==> src/rtl/fetch_pkg.sv <==
// Shared types and constants for the instruction-fetch stage.
package fetch_pkg;

    localparam int unsigned ADDR_W  = 24;
    localparam int unsigned INSTR_W = 24;

    typedef enum logic [1:0] {
        IDLE,
        WAIT,
        FLUSH_WAIT
    } fetch_state_t;

    localparam logic [INSTR_W-1:0] NOP_INSTR = '0;

    typedef struct packed {
        logic [INSTR_W-1:0] instr;
        logic [ADDR_W-1:0]  pc;
    } fetch_entry_t;

endpackage

==> src/rtl/fetch_fifo.sv <==
// Prefetch FIFO: power-of-two depth, synchronous clear, first-word-fall-through read.
module fetch_fifo #(
    parameter int unsigned DATA_W = 48,
    parameter int unsigned DEPTH  = 4,
    localparam int unsigned PTR_W = $clog2(DEPTH),
    localparam int unsigned CNT_W = $clog2(DEPTH) + 1
) (
    input  logic              clk,
    input  logic              rst_n,
    input  logic              i_push,
    input  logic              i_pop,
    input  logic              i_clear,
    input  logic [DATA_W-1:0] i_data,
    output logic [DATA_W-1:0] o_data_c,
    output logic [CNT_W-1:0]  o_count,
    output logic              o_empty_c,
    output logic              o_full_c
);

    logic [DATA_W-1:0] r_mem [DEPTH];
    logic [PTR_W-1:0]  r_wr_ptr;
    logic [PTR_W-1:0]  r_rd_ptr;
    logic [CNT_W-1:0]  r_count;
    logic              w_do_push;
    logic              w_do_pop;

    assign o_count   = r_count;
    assign o_full_c  = (r_count == CNT_W'(DEPTH));
    assign o_empty_c = (r_count == '0);
    assign o_data_c  = r_mem[r_rd_ptr];
    assign w_do_push = i_push && !o_full_c;
    assign w_do_pop  = i_pop && !o_empty_c;

    // Storage array carries no reset; validity is tracked by r_count.
    always_ff @(posedge clk) begin
        if (w_do_push && !i_clear) begin
            r_mem[r_wr_ptr] <= i_data;
        end
    end

    always_ff @(posedge clk or negedge rst_n) begin
        if (!rst_n) begin
            r_wr_ptr <= '0;
            r_rd_ptr <= '0;
            r_count  <= '0;
        end else if (i_clear) begin
            r_wr_ptr <= '0;
            r_rd_ptr <= '0;
            r_count  <= '0;
        end else begin
            if (w_do_push) begin
                r_wr_ptr <= r_wr_ptr + PTR_W'(1);
            end
            if (w_do_pop) begin
                r_rd_ptr <= r_rd_ptr + PTR_W'(1);
            end
            case ({w_do_push, w_do_pop})
                2'b10:   r_count <= r_count + CNT_W'(1);
                2'b01:   r_count <= r_count - CNT_W'(1);
                default: r_count <= r_count;
            endcase
        end
    end

endmodule

==> src/rtl/fetch_unit.sv <==
// Instruction fetch: single-outstanding imem requests, prefetch FIFO, registered IF/ID outputs.
module fetch_unit
    import fetch_pkg::*;
#(
    parameter int unsigned WIDTH            = ADDR_W,
    parameter int unsigned INSTRUCTIONWIDTH = INSTR_W,
    parameter int unsigned DEPTH            = 4
) (
    input  logic                        clock,
    input  logic                        reset,
    output logic                        imem_req,
    output logic [WIDTH-1:0]            imem_addr,
    input  logic                        imem_valid,
    input  logic [INSTRUCTIONWIDTH-1:0] imem_data,
    input  logic                        stall,
    input  logic                        branchTaken,
    input  logic [WIDTH-1:0]            branchTarget,
    output logic [INSTRUCTIONWIDTH-1:0] instruction,
    output logic [WIDTH-1:0]            PC,
    output logic                        instrValid
);

    localparam int unsigned ENTRY_W = INSTRUCTIONWIDTH + WIDTH;
    localparam int unsigned CNT_W   = $clog2(DEPTH) + 1;

    fetch_state_t       r_state;
    logic [WIDTH-1:0]   r_fetch_pc;
    logic               w_accept;
    logic               w_push;
    logic               w_pop;
    logic [ENTRY_W-1:0] w_head;
    logic [CNT_W-1:0]   w_count;
    logic               w_empty;
    logic               w_full;

    // A response is only accepted for a live (non-flushed) request.
    assign w_accept = !branchTaken && (r_state == WAIT) && imem_valid;
    assign w_push   = w_accept && !w_full;
    assign w_pop    = !branchTaken && !stall && !w_empty;

    fetch_fifo #(
        .DATA_W (ENTRY_W),
        .DEPTH  (DEPTH)
    ) u_fifo (
        .clk       (clock),
        .rst_n     (reset),
        .i_push    (w_push),
        .i_pop     (w_pop),
        .i_clear   (branchTaken),
        .i_data    ({imem_data, imem_addr}),
        .o_data_c  (w_head),
        .o_count   (w_count),
        .o_empty_c (w_empty),
        .o_full_c  (w_full)
    );

    // Request FSM; a branch redirects fetchPC and turns an open request into a flush.
    always_ff @(posedge clock or negedge reset) begin
        if (!reset) begin
            r_state    <= IDLE;
            r_fetch_pc <= '0;
            imem_req   <= 1'b0;
            imem_addr  <= '0;
        end else begin
            imem_req <= 1'b0;
            if (branchTaken) begin
                r_fetch_pc <= branchTarget;
                case (r_state)
                    WAIT:    r_state <= imem_valid ? IDLE : FLUSH_WAIT;
                    default: r_state <= imem_valid ? IDLE : r_state;
                endcase
            end else begin
                case (r_state)
                    IDLE: begin
                        if (w_count < CNT_W'(DEPTH)) begin
                            imem_req   <= 1'b1;
                            imem_addr  <= r_fetch_pc;
                            r_fetch_pc <= r_fetch_pc + WIDTH'(1);
                            r_state    <= WAIT;
                        end
                    end
                    WAIT, FLUSH_WAIT: begin
                        if (imem_valid) begin
                            r_state <= IDLE;
                        end
                    end
                    default: r_state <= IDLE;
                endcase
            end
        end
    end

    // IF/ID register: holds under stall, bubbles when starved or flushed.
    always_ff @(posedge clock or negedge reset) begin
        if (!reset) begin
            instruction <= INSTRUCTIONWIDTH'(NOP_INSTR);
            PC          <= '0;
            instrValid  <= 1'b0;
        end else if (branchTaken || (!stall && w_empty)) begin
            instruction <= INSTRUCTIONWIDTH'(NOP_INSTR);
            PC          <= '0;
            instrValid  <= 1'b0;
        end else if (!stall) begin
            instruction <= w_head[ENTRY_W-1 -: INSTRUCTIONWIDTH];
            PC          <= w_head[WIDTH-1:0];
            instrValid  <= 1'b1;
        end
    end

endmodule

==> config.mk <==
export PLATFORM = sky130hd
export DESIGN_NAME = fetch_unit
export DESIGN_NICKNAME = d
export VERILOG_FILES = /design/src/rtl/fetch_pkg.sv /design/src/rtl/fetch_fifo.sv /design/src/rtl/fetch_unit.sv
export SDC_FILE = /design/constraint.sdc
export NUM_CORES = 1
export LEC_CHECK = 0
export CAP_MARGIN = 0
export CORE_UTILIZATION = 56
export DETAILED_ROUTE_END_ITERATION = 8
export GPL_TIMING_DRIVEN = 0
export PLACE_DENSITY = 0.84
export SLEW_MARGIN = 10
export SYNTH_ARGS = -nofsm -noshare
export SYNTH_HDL_FRONTEND = slang
export SYNTH_HIERARCHICAL = 1
export SYNTH_SLANG_ARGS = --single-unit
==> constraint.sdc <==
create_clock -name clock -period 3.8 [get_ports clock]
set_input_delay 1.14 -clock clock [delete_from_list [all_inputs] [get_ports clock]]
set_output_delay 1.14 -clock clock [all_outputs]
set_load 0.01 [all_outputs]
==> flow_summary_export.csv <==
group,metric,value,unit
outcome,status,"finished clean",
synth,synth.most_common_cell,"edfxtp_1",
power_and_ir_drop,power.leakage,5.11,nW
final_layout,final_nets,886,
power_and_ir_drop,ir_drop,404,uV
setup_path,rr_startpoint,"u_fifo/o_count[2]",
final_layout,drive_gt1_share,17.0,%
placed_design,hpwl,15800,microns
worst_hold_path,min_from,"instruction[17]",
synth,synth_nets,723,
final_layout,utilization,70.4,%
final_layout,fin_cells,1117,
power_and_ir_drop,power.density,553,mW/mm^2
grt,antenna_found_initial,1,
synth,synth_enable_flop_cells,192,
synth,synth_top_area_share,49.3,%
clock_network,numCtsBuffers,29,
synth,yosys_warnings,6,
die,initial_core_util,57.4,%
die,die_h,147,microns
worst_hold_path,whs_path_depth,1,
setup_path,r2r_cells,12,
final_layout,stdcell_area,0.0143,sq mm
sta,slew_viol_final,0,
grt,grt_max_degree,68,
clock_network,clk_pin_slew,0.07,ns
sta,period_minus_slack,3.67,ns
sta,worstMarginPinSlew,1.04,ns
setup_path,crit_arrival,4.06,ns
die,core.rowCount,52,
setup_path,cp-start-kind,"primary input",
power_and_ir_drop,fin_total_pwr,7.92,mW
sta,tns,0,ns
placed_design,port_buffers,126,
synth,synth_seq_cells,299,
sta,hold_viol_final,0,
synth,netlist_instances,661,
sta,fin_crit_sh,96.5,%
synth,synth_area,0.0117,sq mm
worst_hold_path,min_to,"instruction[17]",
setup_path,regToRegSetupSlack,0.60,ns
sta,setup_viol,0,
clock_network,clk_latency,0.54,ns
routing,wl_per_cell,23.1,microns
placed_design,place.gp.congestion,0.888,
die,ioPinCount,127,
placed_design,placed_area,0.0133,sq mm
grt,grt_pass1_wl,40300,microns
job,cap_violations,0,
sta,maxSlewHeadroom,29.9,%
setup_path,worstSetupPathType,"primary input to flop",
setup_path,crit_path_end_kind,"flop",
final_layout,syn2layout_area_growth,22.5,%
clock_network,cts_sinks,299,
synth,ys_seq_area_share,72.2,%
placed_design,pre_cts_ws,-1.41,ns
clock_network,cts_root_buf,"clkbuf_16",
routing,vias,6971,
routing,detail-route-antenna-nets,0,
grt,first_global_vias,7153,
sta,max_freq,0.273,GHz
routing,drt_wl_total,25800,microns
grt,overflow,0,
setup_path,crit_fanout,10,
routing,vias_per_cell,6.24,
synth,avgSynthCellArea,17.7,sq um
die,die_w,147,microns
routing,drc,0,
die,core,0.0204,sq mm
sta,fin_ws,0.132,ns
synth,yosysUniqueCellTypes,52,
clock_network,cts_tree,"done",
sta,clock-skew-final,0.0164,ns
worst_hold_path,hp-class,"flop to flop",
synth,netlist_top_cells_area,"edfxtp_1 (49%), dfrtp_1 (23%), mux4_2 (9.2%), a22o_1 (3.7%), mux2_2 (2.3%)",
setup_path,rr_endpoint,"u_fifo/o_count[1]",
synth,synth_largest_area_cell,"edfxtp_1",
grt,grt_usage,24.7,%
clock_network,h-tree-depth,1,
routing,drt-pass1-iter-count,4,
placed_design,dp_cells,1058,
clock_network,cts_max_path_buffers,3,
setup_path,cp.required,4.20,ns
sta,fin_hold_ws,0.502,ns
synth,netlist_top_cells_count,"edfxtp_1 (192), dfrtp_1 (107), a22o_1 (50)",
sta,rsz0062_at_grt,"no",
synth,ys_async_sr_fraction,35.8,%
synth,ys.flop_type,"edfxtp_1",
routing,drt-initial-drc-count,542,
die,die-area,0.0215,sq mm
[logic make-up (layout without fill, tap and decap cells)]
| family | count (synthesis) | after routing | synth area share [%] |
|---|---|---|---|
| compound gates | 106 | 106 | 6.73 |
| xor+xnor | 14 | 14 | 1.05 |
| mux | 78 | 78 | 12.1 |
| simple gates | 107 | 112 | 4.94 |
| other cells | 0 | 1 | 0 |
| flops | 299 | 299 | 72.2 |
| buf+inv | 48 | 228 | 2.02 |
| fa+ha+maj | 9 | 9 | 1.03 |
[worst max path at each step]
stage                                endpoint         from  depth (start not counted)  slack, ns
after floorplan            u_fifo/r_mem[0][0]  branchTaken                          7       0.08
after global placement          imem_addr[13]        reset                          1      -2.78
after detailed placement  u_fifo/r_mem[2][15]  branchTaken                          8      -1.41
after CTS                   u_fifo/o_count[1]  branchTaken                         12       0.12
after global routing        u_fifo/o_count[1]  branchTaken                         11       0.01
final                       u_fifo/o_count[1]  branchTaken                         12       0.13
[area by class of cell]
cell class / count / area [sq um]
sequential: 299 / 8440
fill: 1247 / 6030
multi-input combinational: 319 / 3110
timing repair buffer: 128 / 1300
clock buffer: 44 / 832
tap: 270 / 338
buffer: 37 / 209
clock inverter: 9 / 65.1
inverter: 10 / 37.5
antenna: 1 / 2.50
[flip-flops by register name (all words and copies together), names as in the netlist]
register / flops
instrValid: 1
r_state: 2
u_fifo/r_wr_ptr: 2
imem_addr: 24
r_fetch_pc: 24
imem_req: 1
instruction: 24
PC: 24
u_fifo/r_rd_ptr: 2
u_fifo/r_mem: 192
u_fifo/o_count: 3
[critical path: stages]
cell	delay, ns
clkdlybuf4s50_1	0.55
clkbuf_4	0.29
nor3_4	0.30
buf_4	0.25
buf_2	0.24
o21ai_1	0.17
a21oi_1	0.17
fa_1	0.44
inv_1	0.11
a311oi_1	0.06
a21oi_1	0.24
a211oi_1	0.09
[what timing repair did]
action	4_1_cts	5_1_grt
setup buffers	0	1
hold buffers	0	0
gates resized for setup	15	9
pin swaps	4	1
setup endpoints to repair	194	181
cloned	5	0
[layout by cell type (no fill, tap or decap), types with 3 or more instances in the layout]
master	instances
edfxtp_1	192
clkdlybuf4s50_1	125
dfrtp_1	107
a22o_1	50
mux4_2	48
clkbuf_16	29
clkbuf_1	27
nand2_1	25
mux2_2	24
o21ai_0	19
nor2_1	16
nand3_1	11
inv_1	10
nand4_1	9
ha_1	8
and2_4	8
a21oi_1	7
a31oi_1	7
xnor2_1	7
xor2_1	7
buf_4	6
nor2b_1	6
buf_6	6
mux2i_1	6
clkinv_1	6
nor4_1	5
nand2b_1	5
buf_2	5
nor3_1	5
clkbuf_8	5
o31ai_1	4
a22oi_1	4
or4_1	4
or3_1	3
and3_1	3
buf_1	3
[power by group]
part	internal, mW	switching [mW]	total, mW
registers	3.85	0.328	4.17
logic	0.573	0.482	1.05
clock network	1.57	1.13	2.70
[routing by layer]
| metal | wire length (microns) | up-vias | track usage, % | part of all wire (%) |
|---|---|---|---|---|
| li1 | - | 2955 | - | - |
| met1 | 10000 | 3600 | 33.1 | 39 |
| met2 | 13200 | 366 | 42.5 | 51 |
| met3 | 2080 | 50 | 4.22 | 8.1 |
| met4 | 511 | 0 | 5.78 | 2.0 |
| met5 | 0 | - | 0 | 0 |
No activity file was read; power rests on OpenSTA's default activity.
